### src/rtl/arc4_encrypt.sv
// ARC4 encryption engine: reads a length-prefixed plaintext, runs KSA/PRGA in an
// external 256x8 state memory and writes the length-prefixed ciphertext.
//
// state | meaning
// IDLE  | rdy=1, waiting for en
// INIT  | s[i]=i for i=0..255
// KSA   | key scheduling, 5 cycles per i
// LEN   | read L, write ct[0]=L
// PRGA  | keystream + encrypt, 6 cycles per byte
// DONE  | one idle cycle before returning to IDLE
module arc4_encrypt (
    input  logic        clk,
    input  logic        reset,
    input  logic        en,
    output logic        rdy,
    input  logic [23:0] key,
    output logic [7:0]  pt_addr,
    input  logic [7:0]  pt_rddata,
    output logic [7:0]  ct_addr,
    output logic [7:0]  ct_wrdata,
    output logic        ct_wren,
    output logic [7:0]  s_addr,
    output logic [7:0]  s_wrdata,
    output logic        s_wren,
    input  logic [7:0]  s_rddata
);
    typedef enum logic [2:0] {IDLE, INIT, KSA, LEN, PRGA, DONE} state_t;

    state_t      state;
    logic [2:0]  ph;
    logic [7:0]  i, j, si, sj, len;
    logic [8:0]  k;
    logic [1:0]  kidx;
    logic [23:0] key_r;
    logic [7:0]  key_byte;

    always_comb begin
        case (kidx)
            2'd0:    key_byte = key_r[23:16];
            2'd1:    key_byte = key_r[15:8];
            default: key_byte = key_r[7:0];
        endcase
    end

    always_ff @(posedge clk or negedge reset) begin
        if (!reset) begin
            state <= IDLE;
            ph    <= 3'd0;
            i     <= 8'd0;
            j     <= 8'd0;
            si    <= 8'd0;
            sj    <= 8'd0;
            len   <= 8'd0;
            k     <= 9'd0;
            kidx  <= 2'd0;
            key_r <= 24'd0;
        end else begin
            case (state)
                IDLE: if (en) begin
                    key_r <= key;
                    i     <= 8'd0;
                    j     <= 8'd0;
                    kidx  <= 2'd0;
                    ph    <= 3'd0;
                    state <= INIT;
                end
                INIT: begin
                    i <= i + 8'd1;
                    if (i == 8'hFF) begin
                        j     <= 8'd0;
                        state <= KSA;
                    end
                end
                KSA: case (ph)
                    3'd0: ph <= 3'd1;
                    3'd1: begin
                        si <= s_rddata;
                        j  <= j + s_rddata + key_byte;
                        ph <= 3'd2;
                    end
                    3'd2: ph <= 3'd3;
                    3'd3: ph <= 3'd4;
                    default: begin
                        ph   <= 3'd0;
                        i    <= i + 8'd1;
                        kidx <= (kidx == 2'd2) ? 2'd0 : kidx + 2'd1;
                        if (i == 8'hFF) state <= LEN;
                    end
                endcase
                LEN: if (ph == 3'd0) begin
                    ph <= 3'd1;
                end else begin
                    len   <= pt_rddata;
                    i     <= 8'd0;
                    j     <= 8'd0;
                    k     <= 9'd1;
                    ph    <= 3'd0;
                    state <= (pt_rddata == 8'd0) ? DONE : PRGA;
                end
                PRGA: case (ph)
                    3'd0: begin
                        i  <= i + 8'd1;
                        ph <= 3'd1;
                    end
                    3'd1: begin
                        si <= s_rddata;
                        j  <= j + s_rddata;
                        ph <= 3'd2;
                    end
                    3'd2: begin
                        sj <= s_rddata;
                        ph <= 3'd3;
                    end
                    3'd3: ph <= 3'd4;
                    3'd4: ph <= 3'd5;
                    default: begin
                        k  <= k + 9'd1;
                        ph <= 3'd0;
                        if (k == {1'b0, len}) state <= DONE;
                    end
                endcase
                DONE:    state <= IDLE;
                default: state <= IDLE;
            endcase
        end
    end

    // Addresses and write data follow the same-cycle read data, so they are decoded, not flopped.
    always_comb begin
        rdy       = (state == IDLE);
        s_addr    = 8'd0;
        s_wrdata  = 8'd0;
        s_wren    = 1'b0;
        pt_addr   = 8'd0;
        ct_addr   = 8'd0;
        ct_wrdata = 8'd0;
        ct_wren   = 1'b0;
        case (state)
            INIT: begin
                s_addr   = i;
                s_wrdata = i;
                s_wren   = 1'b1;
            end
            KSA: case (ph)
                3'd0: s_addr = i;
                3'd1: s_addr = j + s_rddata + key_byte;
                3'd2: begin
                    s_addr   = i;
                    s_wrdata = s_rddata;
                    s_wren   = 1'b1;
                end
                3'd3: begin
                    s_addr   = j;
                    s_wrdata = si;
                    s_wren   = 1'b1;
                end
                default: ;
            endcase
            LEN: if (ph != 3'd0) begin
                ct_wrdata = pt_rddata;
                ct_wren   = 1'b1;
            end
            PRGA: case (ph)
                3'd0: s_addr = i + 8'd1;
                3'd1: s_addr = j + s_rddata;
                3'd2: begin
                    s_addr   = i;
                    s_wrdata = s_rddata;
                    s_wren   = 1'b1;
                end
                3'd3: begin
                    s_addr   = j;
                    s_wrdata = si;
                    s_wren   = 1'b1;
                end
                3'd4: begin
                    s_addr  = si + sj;
                    pt_addr = k[7:0];
                end
                default: begin
                    ct_addr   = k[7:0];
                    ct_wrdata = s_rddata ^ pt_rddata;
                    ct_wren   = 1'b1;
                end
            endcase
            default: ;
        endcase
    end
endmodule

### config.mk
export PLATFORM = sky130hd
export DESIGN_NAME = arc4_encrypt
export DESIGN_NICKNAME = d
export VERILOG_FILES = /design/src/rtl/arc4_encrypt.sv
export SDC_FILE = /design/constraint.sdc
export NUM_CORES = 1
export LEC_CHECK = 0
export ABC_AREA = 1
export ABC_CLOCK_PERIOD_IN_PS = 3200
export BUFFER_PORTS_ARGS = -buffer_cell sky130_fd_sc_hd__buf_2
export CORE_MARGIN = 4
export CORE_UTILIZATION = 37
export DETAILED_ROUTE_END_ITERATION = 16
export GPL_TIMING_DRIVEN = 0
export SLEW_MARGIN = 20
export SYNTH_ARGS = -nofsm -noshare
export SYNTH_HDL_FRONTEND = slang
export SYNTH_SLANG_ARGS = --single-unit
### constraint.sdc
create_clock -name clk -period 3.2 [get_ports clk]
set_input_delay 0.16 -clock clk [delete_from_list [all_inputs] [get_ports clk]]
set_output_delay 0.16 -clock clk [all_outputs]
set_load 0.02 [all_outputs]
==> metrics.yaml <==
portBuffers: 85
synth_area_sq_um: 5580
mostFrequentLayoutCell: "nand2_1"
gp_congestion: 0.978
grt_max_degree: 44
layout_common_cells: "nand2_1, buf_2, inv_1, dfrtp_1, nor2_1"
status: "complete, but fails checks"
p_leak_nw: 3.36
rows: 44
endpoint_kind: "output pin"
crit_fanout: 4
syn_area_per_cell_sq_um: 7.37
violations: "setup timing"
setup_viol: 3
yosysWarnings: 0
drv_cap: 0
synth_cells: 758
drtAntennaViolNets: 0
grtUsageMet2: 0.337
worstSkewPairLatency_ns: 0.36
tritoncts: "done"
synth.distinct_cells: 44
syn_nets: 827
grt.overflow.total: 0
placed_cells: 1028
drive_above_1_share: 0.247
synth_seq_cells: 81
critPathSlowestCell: "dfrtp_1"
ir_drop_mv: 0.661
crit_path_start_kind: "flop"
ys_seq_area_frac: 0.363
grt_busiest_layer: "met2"
min_path_type: "input pin to flop"
cts_buffers: 9
syn_to_final_growth_pct: 24.4
hold_violations: 0
worstPathRequired_ns: 3.04
cts_root_buffer: "clkbuf_16"
final_util: 0.474
ioPinCount: 86
core_area_sq_um: 14600
cts-htree-levels: 3
vias_per_cell: 5.28
p_total_w: 0.00733
grt_pass1_vias: 5442
pre_cts_ws_ns: -0.148
slew_headroom: 0.526
hpwl_microns: 13300
fin_crit_ns: 3.27
rsz0062_at_grt: "yes"
p_per_area_nw_per_um2: 1060
drv_slew: 0
skew_ns: 0.0104
dieArea_sq_um: 17100
fmax_mhz: 306
fp.dieH_microns: 131
worst_slew_pin_slew_ns: 0.707
grt_first_pass_wirelength_microns: 28100
cp_cell_sequence: "ha_4 -> fa_2 -> nand3_2 -> nand2_2 -> or2_4 -> nand2_4 -> inv_4 -> ha_4 -> nand2_4 -> inv_2 -> nand4_1 -> o211ai_1 -> nor2_1 -> nand3b_1 -> nand2_1 -> nand2_2 -> nand3_2 -> buf_6"
nets: 939
start_util: 0.381
critPathKind: "flop to output pin"
vias: 5583
drcViolationCount: 0
globalRouteTotalUtil: 0.213
num-fill-cells: 1500
clock-sinks: 81
crit_family: "simple AND/OR/NAND/NOR gates"
path_clk_slew_ns: 0.07
layout_setup_ws_ns: -0.0677
dr.pass1.iters: 5
period_share: 1.02
antenna_found_initial: 0
path_buf_inv: 3
wl_per_cell_microns: 16.8
diodes: 0
die-width_microns: 131
layout.cells.non_filler: 1058
use_met3: 0.0439
drtIter0Drc: 364
cts_max_path_buffers: 2
wl_microns: 17800
crit_arrival_ns: 3.11
max_stage_delay_ns: 0.41
grt_use_met1: 0.280
[state kept, by name, summed over array words and instances (netlist names)]
name / flops
i: 8
j: 8
k: 9
key_r: 24
kidx: 2
len: 8
ph: 3
si: 8
sj: 8
state: 3
[worst paths after layout]
check	to	from	cells after the start	slack, ns
min in group asynchronous	k[7]$_DFFE_PN0P_	reset	2	0.32
min	key_r[5]$_DFFE_PN0P_	key[5]	2	0.03
min reg2reg	k[8]$_DFFE_PN0P_	k[8]$_DFFE_PN0P_	1	0.48
max reg2reg	j[4]$_DFFE_PN0P_	j[0]$_DFFE_PN0P_	11	0.63
max in group asynchronous	j[1]$_DFFE_PN0P_	reset	3	2.24
max	s_addr[5]	j[0]$_DFFE_PN0P_	18	-0.07
[Yosys cell counts (all sizes together)]
cell type | count | area share
o21a | 1 | 0.0013
or2 | 3 | 0.0034
nand4 | 7 | 0.0078
nand3 | 47 | 0.043
o21ai | 66 | 0.061
dfrtp | 81 | 0.36
nor4 | 2 | 0.0022
inv | 93 | 0.063
nand3b | 3 | 0.0040
o22ai | 24 | 0.027
mux2 | 21 | 0.042
ha | 23 | 0.052
o2111ai | 4 | 0.0063
nor3 | 11 | 0.013
xor2 | 8 | 0.013
o221ai | 1 | 0.0016
xnor2 | 14 | 0.022
a31oi | 6 | 0.0067
clkbuf | 9 | 0.0061
fa | 3 | 0.011
o2bb2ai | 1 | 0.0016
nand2 | 197 | 0.14
a211oi | 1 | 0.0013
o211ai | 5 | 0.0067
nor2 | 79 | 0.058
a21oi | 36 | 0.032
a22oi | 1 | 0.0013
o21bai | 1 | 0.0013
clkinv | 1 | 0.00067
a21o | 1 | 0.0013
buf | 7 | 0.0090
and3 | 1 | 0.0011
[timing repair]
item                                    CTS  global route
endpoints found under the setup margin    6             5
buffers inserted                          9             5
hold buffers                              1             0
hold endpoints to repair                 38             0
gates resized for setup                  40            26
pin swaps                                20             9
[through the flow]
stage / setup TNS (ns) / hold slack [ns] / area (sq um)
final: -0.150 / 0.0335 / 6940
after global routing: -0.533 / 0.0326 / 6940
after CTS: -0.241 / 0.0239 / 6790
after detailed placement: -0.197 / 0.172 / 6270
after global placement: -0.193 / 0.392 / 6240
after floorplan: 0 / -0.136 / 5580
[report_power, final]
part           internal [W]  switching (W)  total (W)  leakage (nW)
registers           0.00142       0.000325    0.00174         0.991
logic               0.00190        0.00271    0.00462          2.25
clock network      0.000520       0.000444   0.000964         0.124
total               0.00384        0.00348    0.00733          3.36
[area by class of cell]
| cell class | count | area, sq um | area share |
|---|---|---|---|
| buffer | 16 | 83.8 | 0.0121 |
| inverter | 94 | 358 | 0.0515 |
| sequential | 81 | 2030 | 0.292 |
| tap | 184 | 230 | 0.0332 |
| multi-input combinational | 567 | 3380 | 0.487 |
| clock buffer | 10 | 229 | 0.0330 |
| clock inverter | 5 | 33.8 | 0.00487 |
| timing repair buffer | 101 | 601 | 0.0865 |
[layer usage]
metal / wire length, microns / up-vias
li1: - / 2739
met1: 7860 / 2569
met2: 7920 / 226
met3: 1350 / 49
met4: 655 / 0
met5: 0 / -
[cell families (layout without fill, tap and decap cells)]
group | count (synthesis) | count (layout) | share of synthesized area
and+or+nand+nor | 350 | 350 | 0.270
xor gates and xnor gates | 22 | 22 | 0.0345
DFF | 81 | 81 | 0.363
buffers and inverters | 110 | 226 | 0.0782
muxes | 21 | 21 | 0.0424
AOI/OAI and AO/OA | 148 | 148 | 0.149
adders and majority gates | 26 | 26 | 0.0623
Power figures use the tool's default switching activity.
